--- src/rtl/modexp_seq_ctrl.sv ---
// Montgomery modexp sequencer: PRE step, one LOOP step per exponent bit, POST step, DONE pulse.
// Done (EXP_WIDTH+2)*(MMM_CYCLES+2) cycles after busy rises; en=0 freezes everything; MODEXP_EARLY_EXIT_EN ends LOOP at top set bit.
module modexp_seq_ctrl #(
  parameter int EXP_WIDTH  = 8,
  parameter int MMM_CYCLES = 10
) (
  input  logic                 clk,
  input  logic                 rstb,
  input  logic                 en,
  input  logic                 start,
  input  logic [EXP_WIDTH-1:0] exp_in,
  output logic                 busy,
  output logic                 done,
  output logic                 eoc,
  output logic                 rst_mmm,
  output logic                 ld_a,
  output logic                 ld_r,
  output logic                 lock1,
  output logic                 lock2,
  output logic [1:0]           sel1,
  output logic                 sel2
);
  localparam int STEP_LEN = MMM_CYCLES + 2;
  localparam int SCW      = $clog2(STEP_LEN);
  localparam int BCW      = $clog2(EXP_WIDTH + 1);
  localparam logic [SCW-1:0] STEP_LAST = SCW'(STEP_LEN - 1);
  localparam logic [BCW-1:0] BIT_LAST  = BCW'(EXP_WIDTH - 1);

  localparam logic [2:0] ST_IDLE = 3'd0;
  localparam logic [2:0] ST_PRE  = 3'd1;
  localparam logic [2:0] ST_LOOP = 3'd2;
  localparam logic [2:0] ST_POST = 3'd3;
  localparam logic [2:0] ST_DONE = 3'd4;

  logic [2:0]           state;
  logic [2:0]           state_nxt;
  logic [SCW-1:0]       step_cnt;
  logic [BCW-1:0]       bit_cnt;
  logic [EXP_WIDTH-1:0] exp_reg;
  logic [EXP_WIDTH-1:0] exp_shift;
  logic                 step_end;
  logic                 pre_exit;
  logic                 loop_exit;

  assign step_end  = (step_cnt == STEP_LAST);
  assign exp_shift = exp_reg >> 1;

`ifdef MODEXP_EARLY_EXIT_EN
  // Stop multiplying once no set bits remain above the current one.
  assign pre_exit  = (exp_reg == '0);
  assign loop_exit = (bit_cnt == BIT_LAST) || (exp_shift == '0);
`else
  assign pre_exit  = 1'b0;
  assign loop_exit = (bit_cnt == BIT_LAST);
`endif

  always_comb begin
    state_nxt = state;
    case (state)
      ST_IDLE: if (start) state_nxt = ST_PRE;
      ST_PRE:  if (step_end) state_nxt = pre_exit ? ST_POST : ST_LOOP;
      ST_LOOP: if (step_end && loop_exit) state_nxt = ST_POST;
      ST_POST: if (step_end) state_nxt = ST_DONE;
      ST_DONE: state_nxt = ST_IDLE;
      default: state_nxt = ST_IDLE;
    endcase
  end

  always_ff @(posedge clk or negedge rstb) begin
    if (!rstb) begin
      state    <= ST_IDLE;
      step_cnt <= '0;
      bit_cnt  <= '0;
      exp_reg  <= '0;
    end else if (en) begin
      state <= state_nxt;
      case (state)
        ST_IDLE: begin
          step_cnt <= '0;
          if (start) begin
            exp_reg <= exp_in;
            bit_cnt <= '0;
          end
        end
        ST_PRE, ST_LOOP, ST_POST: step_cnt <= step_end ? '0 : step_cnt + 1'b1;
        default: step_cnt <= '0;
      endcase
      if (state == ST_LOOP && step_end) begin
        exp_reg <= exp_shift;
        bit_cnt <= bit_cnt + 1'b1;
      end
    end
  end

  always_comb begin
    busy    = 1'b0;
    done    = 1'b0;
    rst_mmm = 1'b0;
    ld_a    = 1'b0;
    ld_r    = 1'b0;
    lock1   = 1'b0;
    lock2   = 1'b0;
    sel1    = 2'b00;
    sel2    = 1'b0;
    case (state)
      ST_PRE: begin
        busy    = 1'b1;
        rst_mmm = 1'b1;
        ld_a    = (step_cnt == '0);
        ld_r    = step_end;
        lock1   = 1'b1;
        lock2   = 1'b1;
      end
      ST_LOOP: begin
        busy    = 1'b1;
        rst_mmm = 1'b1;
        ld_a    = (step_cnt == '0);
        ld_r    = step_end;
        lock1   = exp_reg[0];
        lock2   = 1'b1;
        sel1    = 2'b01;
        sel2    = 1'b1;
      end
      ST_POST: begin
        busy    = 1'b1;
        rst_mmm = 1'b1;
        ld_a    = (step_cnt == '0);
        ld_r    = step_end;
        lock1   = 1'b1;
        sel1    = 2'b10;
        sel2    = 1'b1;
      end
      ST_DONE: begin
        busy    = 1'b1;
        rst_mmm = 1'b1;
        done    = 1'b1;
      end
      default: ;
    endcase
  end

  assign eoc = done;

endmodule

--- config.mk ---
export PLATFORM = sky130hd
export DESIGN_NAME = modexp_seq_ctrl
export DESIGN_NICKNAME = d
export VERILOG_FILES = /design/src/rtl/modexp_seq_ctrl.sv
export SDC_FILE = /design/constraint.sdc
export NUM_CORES = 1
export LEC_CHECK = 0
export CORE_MARGIN = 2
export CORE_UTILIZATION = 56
export CTS_BUF_LIST = sky130_fd_sc_hd__clkbuf_2
export DETAILED_ROUTE_END_ITERATION = 16
export DONT_BUFFER_PORTS = 1
export GPL_TIMING_DRIVEN = 0
export PLACE_DENSITY = 0.71
export SLEW_MARGIN = 40
export SYNTH_ARGS = -nofsm -noshare
export SYNTH_HDL_FRONTEND = slang
export SYNTH_SLANG_ARGS = --single-unit
--- constraint.sdc ---
create_clock -name clk -period 2.76 [get_ports clk]
set_input_delay 0.276 -clock clk [delete_from_list [all_inputs] [get_ports clk]]
set_output_delay 0.276 -clock clk [all_outputs]
set_load 0.005 [all_outputs]
* Yosys cells after proc, flatten, opt, wreduce, memory -nomap -nowiden
Index checks and enable logic that the tools add are counted.
** Storage, ports and cells
- Bits in registers :: 19
- Input bits :: 12
- Word-level logic and storage cells :: 50
** Cells by class
- $add $sub $neg :: 2
- Equality and inequality tests :: 10
- Multiplexer cells :: 21
- Reduce and logical (&&, ||, !) cells :: 13
** Operators by type and width (count)
- 8-bit 2-to-1 mux :: 3
- 4-bit 2-to-1 mux :: 5
- 3-bit 2-to-1 mux :: 4
- 3-bit case mux with 4 select lines :: 1
- 4-bit by 1-bit adder with 4-bit output, second input constant :: 2
- 2-bit != test, second input constant :: 4
- 3-bit by 2-bit equality test with 1-bit output, second input constant :: 2
- 1-bit 2-to-1 mux :: 6
- 2-bit OR reduction :: 3
- 5-bit AND reduction :: 1
- 4-bit by 3-bit equality test with 1-bit output, second input constant :: 1
- 4-bit equality test, second input constant :: 1
- 4-bit logical NOT :: 1
- 2-bit case mux with 2 select lines :: 1
- 2-bit nonzero test :: 2
- 4-bit OR reduction :: 1
- 3-bit by 1-bit equality test with 1-bit output, second input constant :: 1
- 3-bit equality test, second input constant :: 1
- 3-bit logical NOT :: 1
- 3-bit AND reduction :: 1
- 3-bit OR reduction :: 1
- 1-bit logical AND :: 2
- 1-bit case mux with 2 select lines :: 1

* Longest topological paths before layout
Gate-level depths: netlist of the first run.
- Depth in word-level cells :: 4
- Depth in mapped cells :: 7
- Mapped depth without buffers :: 5

* Least setup slack after synthesis of the first run
Ideal clock, no wire load.
- Kind :: reg2reg
- Start :: register step_cnt[0]
- End :: register state[0]
- Arrival time :: 1.522 ns
- Slack :: 1.110 ns
- Cell stages (with the launch flop) :: 7
- Cell sequence :: dfrtp_1 > ha_1 > and4b_1 > buf_4 > a21oi_2 > a221oi_4 > mux2_1
** Between the ends
- Word-level cells in the longest chain between the ends :: 4
- Elaborated cells between the ends (all ways) :: 6
** RTL lines
- start: declaration :: line 37 : logic [SCW-1:0] step_cnt;
- start signal: assignment :: line 85 : ST_PRE, ST_LOOP, ST_POST: step_cnt <= step_end ? '0 : step_cnt + 1'b1;
- 4-bit equality test (*) :: line 45 : assign step_end = (step_cnt == STEP_LAST);
- 1-bit logical AND :: line 62 : ST_LOOP: if (step_end && loop_exit) state_nxt = ST_POST;
- 2-bit != test (no line)
- 5-bit AND reduction (no line) (*)
- end signal: assignment :: line 76 : state <= state_nxt;
- end: declaration :: line 35 : logic [2:0] state;
Mark *: on every way between the ends. The rest lies on a longest branch, timed or not.
A chain may end at the register's enable or synchronous reset.

* Final worst setup path of the first run
Ends and elaborated chain as after synthesis.

==> results.cfg, run 1 <==
[outcome]
status = completed

[detailed_routing]
vias_per_cell = 5.535
drc_errors = 0
drtIter0Drc = 19
via_count = 786
first_pass_iters = 4
drtAntennaViolNets = 0
wirelength_mm = 1.907
drt-wirelength-per-cell_microns = 13.43

[critical_path]
crit_slowest_cell = dfrtp_1
path_class = flop to flop
r2r_setup_slack_ns = 0.92
cp_max_fo = 7
r2r-start = step_cnt[0]
crit_family = flip-flops
cp.required_ns = 2.96
cp_num_buf_inv = 1
arrival_ns = 2.04
r2r_end = state[0]
worstSetupEndpointType = flop
cp_slowest_stage_delay_ns = 0.47
cp_cell_sequence = ha_1 > and4b_1 > buf_4 > a21oi_2 > a221oi_4 > mux2_1
r2r_cells = 6
cp-start-kind = flop

[clock_tree]
clk_latency_ns = 0.29
path_clk_slew_ns = 0.17
clock-root-buffer = clkbuf_2
clock_path_buffers = 2
cts_sinks = 19
cts_tree = yes
htreeDepth = 1
cts_inserted_buffers = 3

[synth]
netlist_instances = 111
ys_seq_elements = 19
synth_nets = 126
synth_area_sq_um = 1077
yosys_warnings = 0
synth_largest_area_cell = dfrtp_1
ys_seq_area_frac = 0.4413
syn_avg_cell_area_sq_um = 9.705
netlist.area_leader.share = 0.4413
synth_area_leaders = dfrtp_1 (44%), nor2_1 (7.7%), o22ai_1 (4.6%)
synth.distinct_cells = 34

[worst_hold_path]
min_path_cells = 2
hold_path_startpoint = exp_in[7]
hold_class = input pin to flop
hold_end = exp_reg[7]

[power_and_ir_drop]
internal_power_uw = 666.2
comb_power_share = 0.486
seq_power_share = 0.408
power_frac_clock = 0.107
p_leak_uw = 0.0005233
power_density_nw_per_um2 = 987.4
ir_worst_vdd_mv = 0.5167
power_switching_share = 0.4100
power.switching_uw = 463.0

[job]
max_cap_viol_count = 0

[place]
hpwlAfterDp_mm = 1.381
gp_congestion = 0.7358
port_buffers = 0

[final_layout]
syn_to_final_growth_pct = 6.156
final_cell_mix = nor2_1 (22), dfrtp_1 (19), o22ai_1 (8)
final_util = 0.6482
largest_reg_flops = 8
n_antenna_cell = 0
nets = 133
drive_above_1_share = 0.1538
final_common_cell = nor2_1

[timing]
finalSetupTns_ns = 0
final-max-slew-violation-count = 0
relSlewSlack = 0.7166
setup_viol = 0
rsz0062_at_grt = no
fmax_mhz = 543.8
max_slew.worst_pin.slew_ns = 0.4250
clock_skew_ns = 0.001220
period_share = 0.6663
fin_crit_ns = 1.839
hold_violations = 0

[global_routing]
antenna_found_initial = 0
globalRouteOverflowTotal = 0
grtUsageTotal = 0.1852
grt_max_degree = 20
grt_pass1_vias = 717
grt_first_pass_wirelength_mm = 2.980

[floorplanning]
start_util = 0.6106
ios = 23
row_count = 15
die_w_microns = 47.86
fp.coreArea_sq_um = 1764
die_area_sq_um = 2291
die_h_microns = 47.86
-- stage by stage --
step                      hold slack [ns]  power [uW]  setup slack [ns]  instances  area, sq um
final                             0.07377        1129            0.9211        142         1144
after floorplan                  -0.01959       918.7             1.110        111         1077
after detailed placement         -0.01913        1015            0.9381        136         1109
after CTS                         0.07004        1138            0.9139        141         1139
after global routing              0.05120        1235            0.7926        142         1144
after global placement           -0.01914       988.0            0.9812        136         1109
-- Yosys cell counts --
cell / number
nand2_1: 6
buf_2: 2
o2bb2ai_1: 1
nor4b_1: 1
nand3_1: 5
nor3_1: 2
dfrtp_1: 19
nor2_1: 22
o21ai_0: 2
o21bai_2: 1
nor3_4: 1
nand3b_1: 1
nor3b_4: 1
mux2i_1: 2
buf_6: 1
a221oi_4: 1
ha_1: 3
buf_4: 4
and3_1: 3
nor2b_1: 1
nor3b_1: 2
a21oi_2: 1
clkbuf_1: 1
xnor2_1: 2
and2_1: 1
inv_1: 5
mux2_1: 3
o22ai_1: 8
a21bo_2: 1
a32o_1: 1
xor2_1: 1
and4b_1: 1
o21a_1: 1
a21oi_1: 4
-- cell type report --
| type | count | area, sq um |
|---|---|---|
| clock buffer | 4 | 20.02 |
| inverter | 5 | 18.77 |
| timing repair buffer | 2 | 15.01 |
| fill | 167 | 620.6 |
| buffer | 8 | 55.05 |
| sequential | 19 | 475.5 |
| tap | 25 | 31.28 |
| multi-input combinational | 79 | 528.0 |
-- how the worst max path moves through the flow --
stage	startpoint	cells past startpoint	slack, ns	endpoint
final	step_cnt[0]	6	0.92	state[0]
after global routing	state[2]	3	0.79	ld_a
after CTS	step_cnt[0]	6	0.91	state[0]
after detailed placement	step_cnt[0]	6	0.94	state[1]
after global placement	step_cnt[0]	6	0.98	state[2]
after floorplan	step_cnt[0]	6	1.11	state[0]
-- logic make-up after synthesis --
| logic type | share of synthesized area |
|---|---|
| compound gates | 0.1510 |
| fa+ha+maj | 0.03485 |
| buf+inv | 0.06852 |
| xor+xnor | 0.02439 |
| simple gates | 0.2300 |
| flops | 0.4414 |
| mux | 0.04994 |
-- routing by layer --
metal  track usage  part of all wire
met5             0                 0
met4       0.07568            0.0052
met3       0.03019             0.048
met2        0.2720              0.45
met1        0.2714              0.50
-- power by group through the flow --
stage,sequential (uW),clock (uW),combinational (uW)
4_1_cts,461,121,556
3_5_place_dp,467,0,549
3_3_place_gp,461,0,527
2_1_floorplan,448,0,470
6_report,461,120,548
5_1_grt,476,135,624
-- what timing repair did --
action / 4_1_cts / 5_1_grt
hold buffers: 1 / 1
hold endpoints to repair: 19 / 19
buffers inserted: 0 / 0
resized for setup: 0 / 0
(Power assumes the default switching activity.)
==> run 2: changes to the inputs <==
--- a/config.mk
+++ b/config.mk
@@ -11,7 +11,7 @@
 export DETAILED_ROUTE_END_ITERATION = 16
 export DONT_BUFFER_PORTS = 1
 export GPL_TIMING_DRIVEN = 0
-export PLACE_DENSITY = 0.71
+export PLACE_DENSITY = 0.74
 export SLEW_MARGIN = 40
 export SYNTH_ARGS = -nofsm -noshare
 export SYNTH_HDL_FRONTEND = slang
==> constraint.sdc (replaced) <==
create_clock -name clk -period 1.5 [get_ports clk]
set_input_delay 0.15 -clock clk [delete_from_list [all_inputs] [get_ports clk]]
set_output_delay 0.15 -clock clk [all_outputs]
set_load 0.005 [all_outputs]
==> run 2 against run 1 <==
Net effect:
- largest power group unchanged
- register-to-register slack worse by 1.1 ns
- global-route usage rose by 5.3 points
- sequential share of layout area is 8.7 points lower
- critical path type unchanged
- the flow now finishes with violations (hold timing, setup timing)
==> results.cfg, run 2 (synthesized netlist as in run 1, its figures left out) <==
[timing]
setup_viol = 17
relSlewSlack = 0.6452
max_slew.worst_pin.slew_ns = 0.5322
holdWs_ns = -0.006857
rsz0062_at_grt = yes
fmax_mhz = 592.9
layout_setup_ws_ns = -0.1867
fin_crit_ns = 1.687
finalSetupTns_ns = -1.439
final-max-slew-violation-count = 0
hold_violations = 1
clock_skew_ns = 0.01236
period_share = 1.124

[worst_hold_path]
min_path_cells = 2
hold_class = input pin to flop
hold_path_startpoint = exp_in[6]
hold_end = exp_reg[6]

[floorplanning]
die_h_microns = 47.86
fp.coreArea_sq_um = 1764
start_util = 0.6106
row_count = 15
die_area_sq_um = 2291
ios = 23
die_w_microns = 47.86

[global_routing]
grt_first_pass_wirelength_mm = 3.767
globalRouteOverflowTotal = 0
grtUsageTotal = 0.2379
antenna_found_initial = 0
grt_max_degree = 20
grt_pass1_vias = 862

[critical_path]
r2r-start = step_cnt[1]
cp_max_fo = 4
arrival_ns = 1.92
r2r_cells = 6
r2r_end = state[1]
cp-start-kind = flop
r2r_setup_slack_ns = -0.19
worstSetupEndpointType = flop
path_class = flop to flop
cp.required_ns = 1.73

[clock_tree]
cts_sinks = 19
htreeDepth = 1
cts_tree = yes
clock-root-buffer = clkbuf_2
clk_latency_ns = 0.33
path_clk_slew_ns = 0.20
clock_path_buffers = 2
cts_inserted_buffers = 3

[power_and_ir_drop]
power_density_nw_per_um2 = 1827
ir_worst_vdd_mv = 1.172
p_leak_uw = 0.0006675

[detailed_routing]
wirelength_mm = 2.599
drtIter0Drc = 32
drt-wirelength-per-cell_microns = 15.75
vias_per_cell = 5.788
via_count = 955
first_pass_iters = 4
drtAntennaViolNets = 0
drc_errors = 0

[final_layout]
largest_reg_flops = 8
final_common_cell = nor2_1
nets = 156
final_util = 0.8213
n_antenna_cell = 0
final_cell_mix = nor2_1 (21), dfrtp_1 (18), buf_4 (13)
syn_to_final_growth_pct = 34.49
drive_above_1_share = 0.3643

[outcome]
status = finished with violations
violations = hold timing, setup timing

[place]
port_buffers = 0
gp_congestion = 0.6643
hpwlAfterDp_mm = 1.338

[job]
max_cap_viol_count = 0
-- run 2: cell count changes in the layout (fill, tap and decap cells not counted), moves of 2 or more --
cell	before	now
nand3_1	5	3
buf_4	4	13
dlygate4sd3_1	1	7
mux2_1	3	0
nand3_2	0	2
o22ai_2	0	3
mux2_4	0	3
o22ai_1	8	5
buf_6	1	9
nand2_2	0	2
-- run 2: report_power, final --
part / internal, uW / switching [uW]
Sequential: 712 / 154
Clock: 60.4 / 175
Combinational: 806 / 739
Total: 1580 / 1070
-- run 2: routing by layer --
layer,share of wire,global-route usage,vias up,routed length (microns)
li1,-,-,442,-
met1,0.43,0.2969,459,1109
met2,0.50,0.4187,41,1294
met3,0.048,0.02642,13,125
met4,0.027,0.09189,0,70
met5,0,0,-,0
-- run 2: how the worst max path moves through the flow --
stage / start / end / slack (ns) / cells after the start
2_1_floorplan: step_cnt[0] / state[0] / -0.15 / 6
3_3_place_gp: step_cnt[0] / state[0] / -0.25 / 6
3_5_place_dp: step_cnt[0] / state[1] / -0.29 / 6
4_1_cts: step_cnt[0] / state[1] / -0.16 / 6
5_1_grt: step_cnt[0] / state[1] / -0.22 / 6
6_report: step_cnt[1] / state[1] / -0.19 / 6
-- run 2: cell type report --
cell class / instances / area, sq um
inverters: 5 / 18.77
clock buffers: 3 / 15.01
repair buffers: 24 / 203.9
flip-flops and latches: 19 / 476.7
fillers: 106 / 315.3
plain buffers: 8 / 78.83
clock inverters: 1 / 5.005
well taps: 25 / 31.28
multi-input cells: 80 / 619.3
-- run 2: stage by stage --
stage | setup WS, ns | hold WS, ns | power, uW | instance area, sq um | cells
4_1_cts | -0.1637 | 0.002742 | 2340 | 1305 | 154
2_1_floorplan | -0.1486 | -0.1456 | 1692 | 1080 | 111
5_1_grt | -0.2221 | 0.007919 | 2831 | 1449 | 165
3_3_place_gp | -0.2500 | -0.1451 | 1818 | 1111 | 136
3_5_place_dp | -0.2908 | -0.1451 | 1859 | 1111 | 136
6_report | -0.1867 | -0.006857 | 2647 | 1449 | 165
-- run 2: critical path, stage by stage (launching register included) --
cell and delay, ns:
dfrtp_1 0.41, ha_2 0.19, and4b_1 0.21, buf_6 0.12, a21oi_4 0.04, a221oi_4 0.31, mux2_4 0.33
-- run 2: what timing repair did --
action,4_1_cts,5_1_grt
cloned,1,2
gates resized for setup,13,18
hold buffers,7,1
setup buffers,6,8
endpoints found under the setup margin,17,22
hold endpoints to repair,25,19
pin swaps,4,9
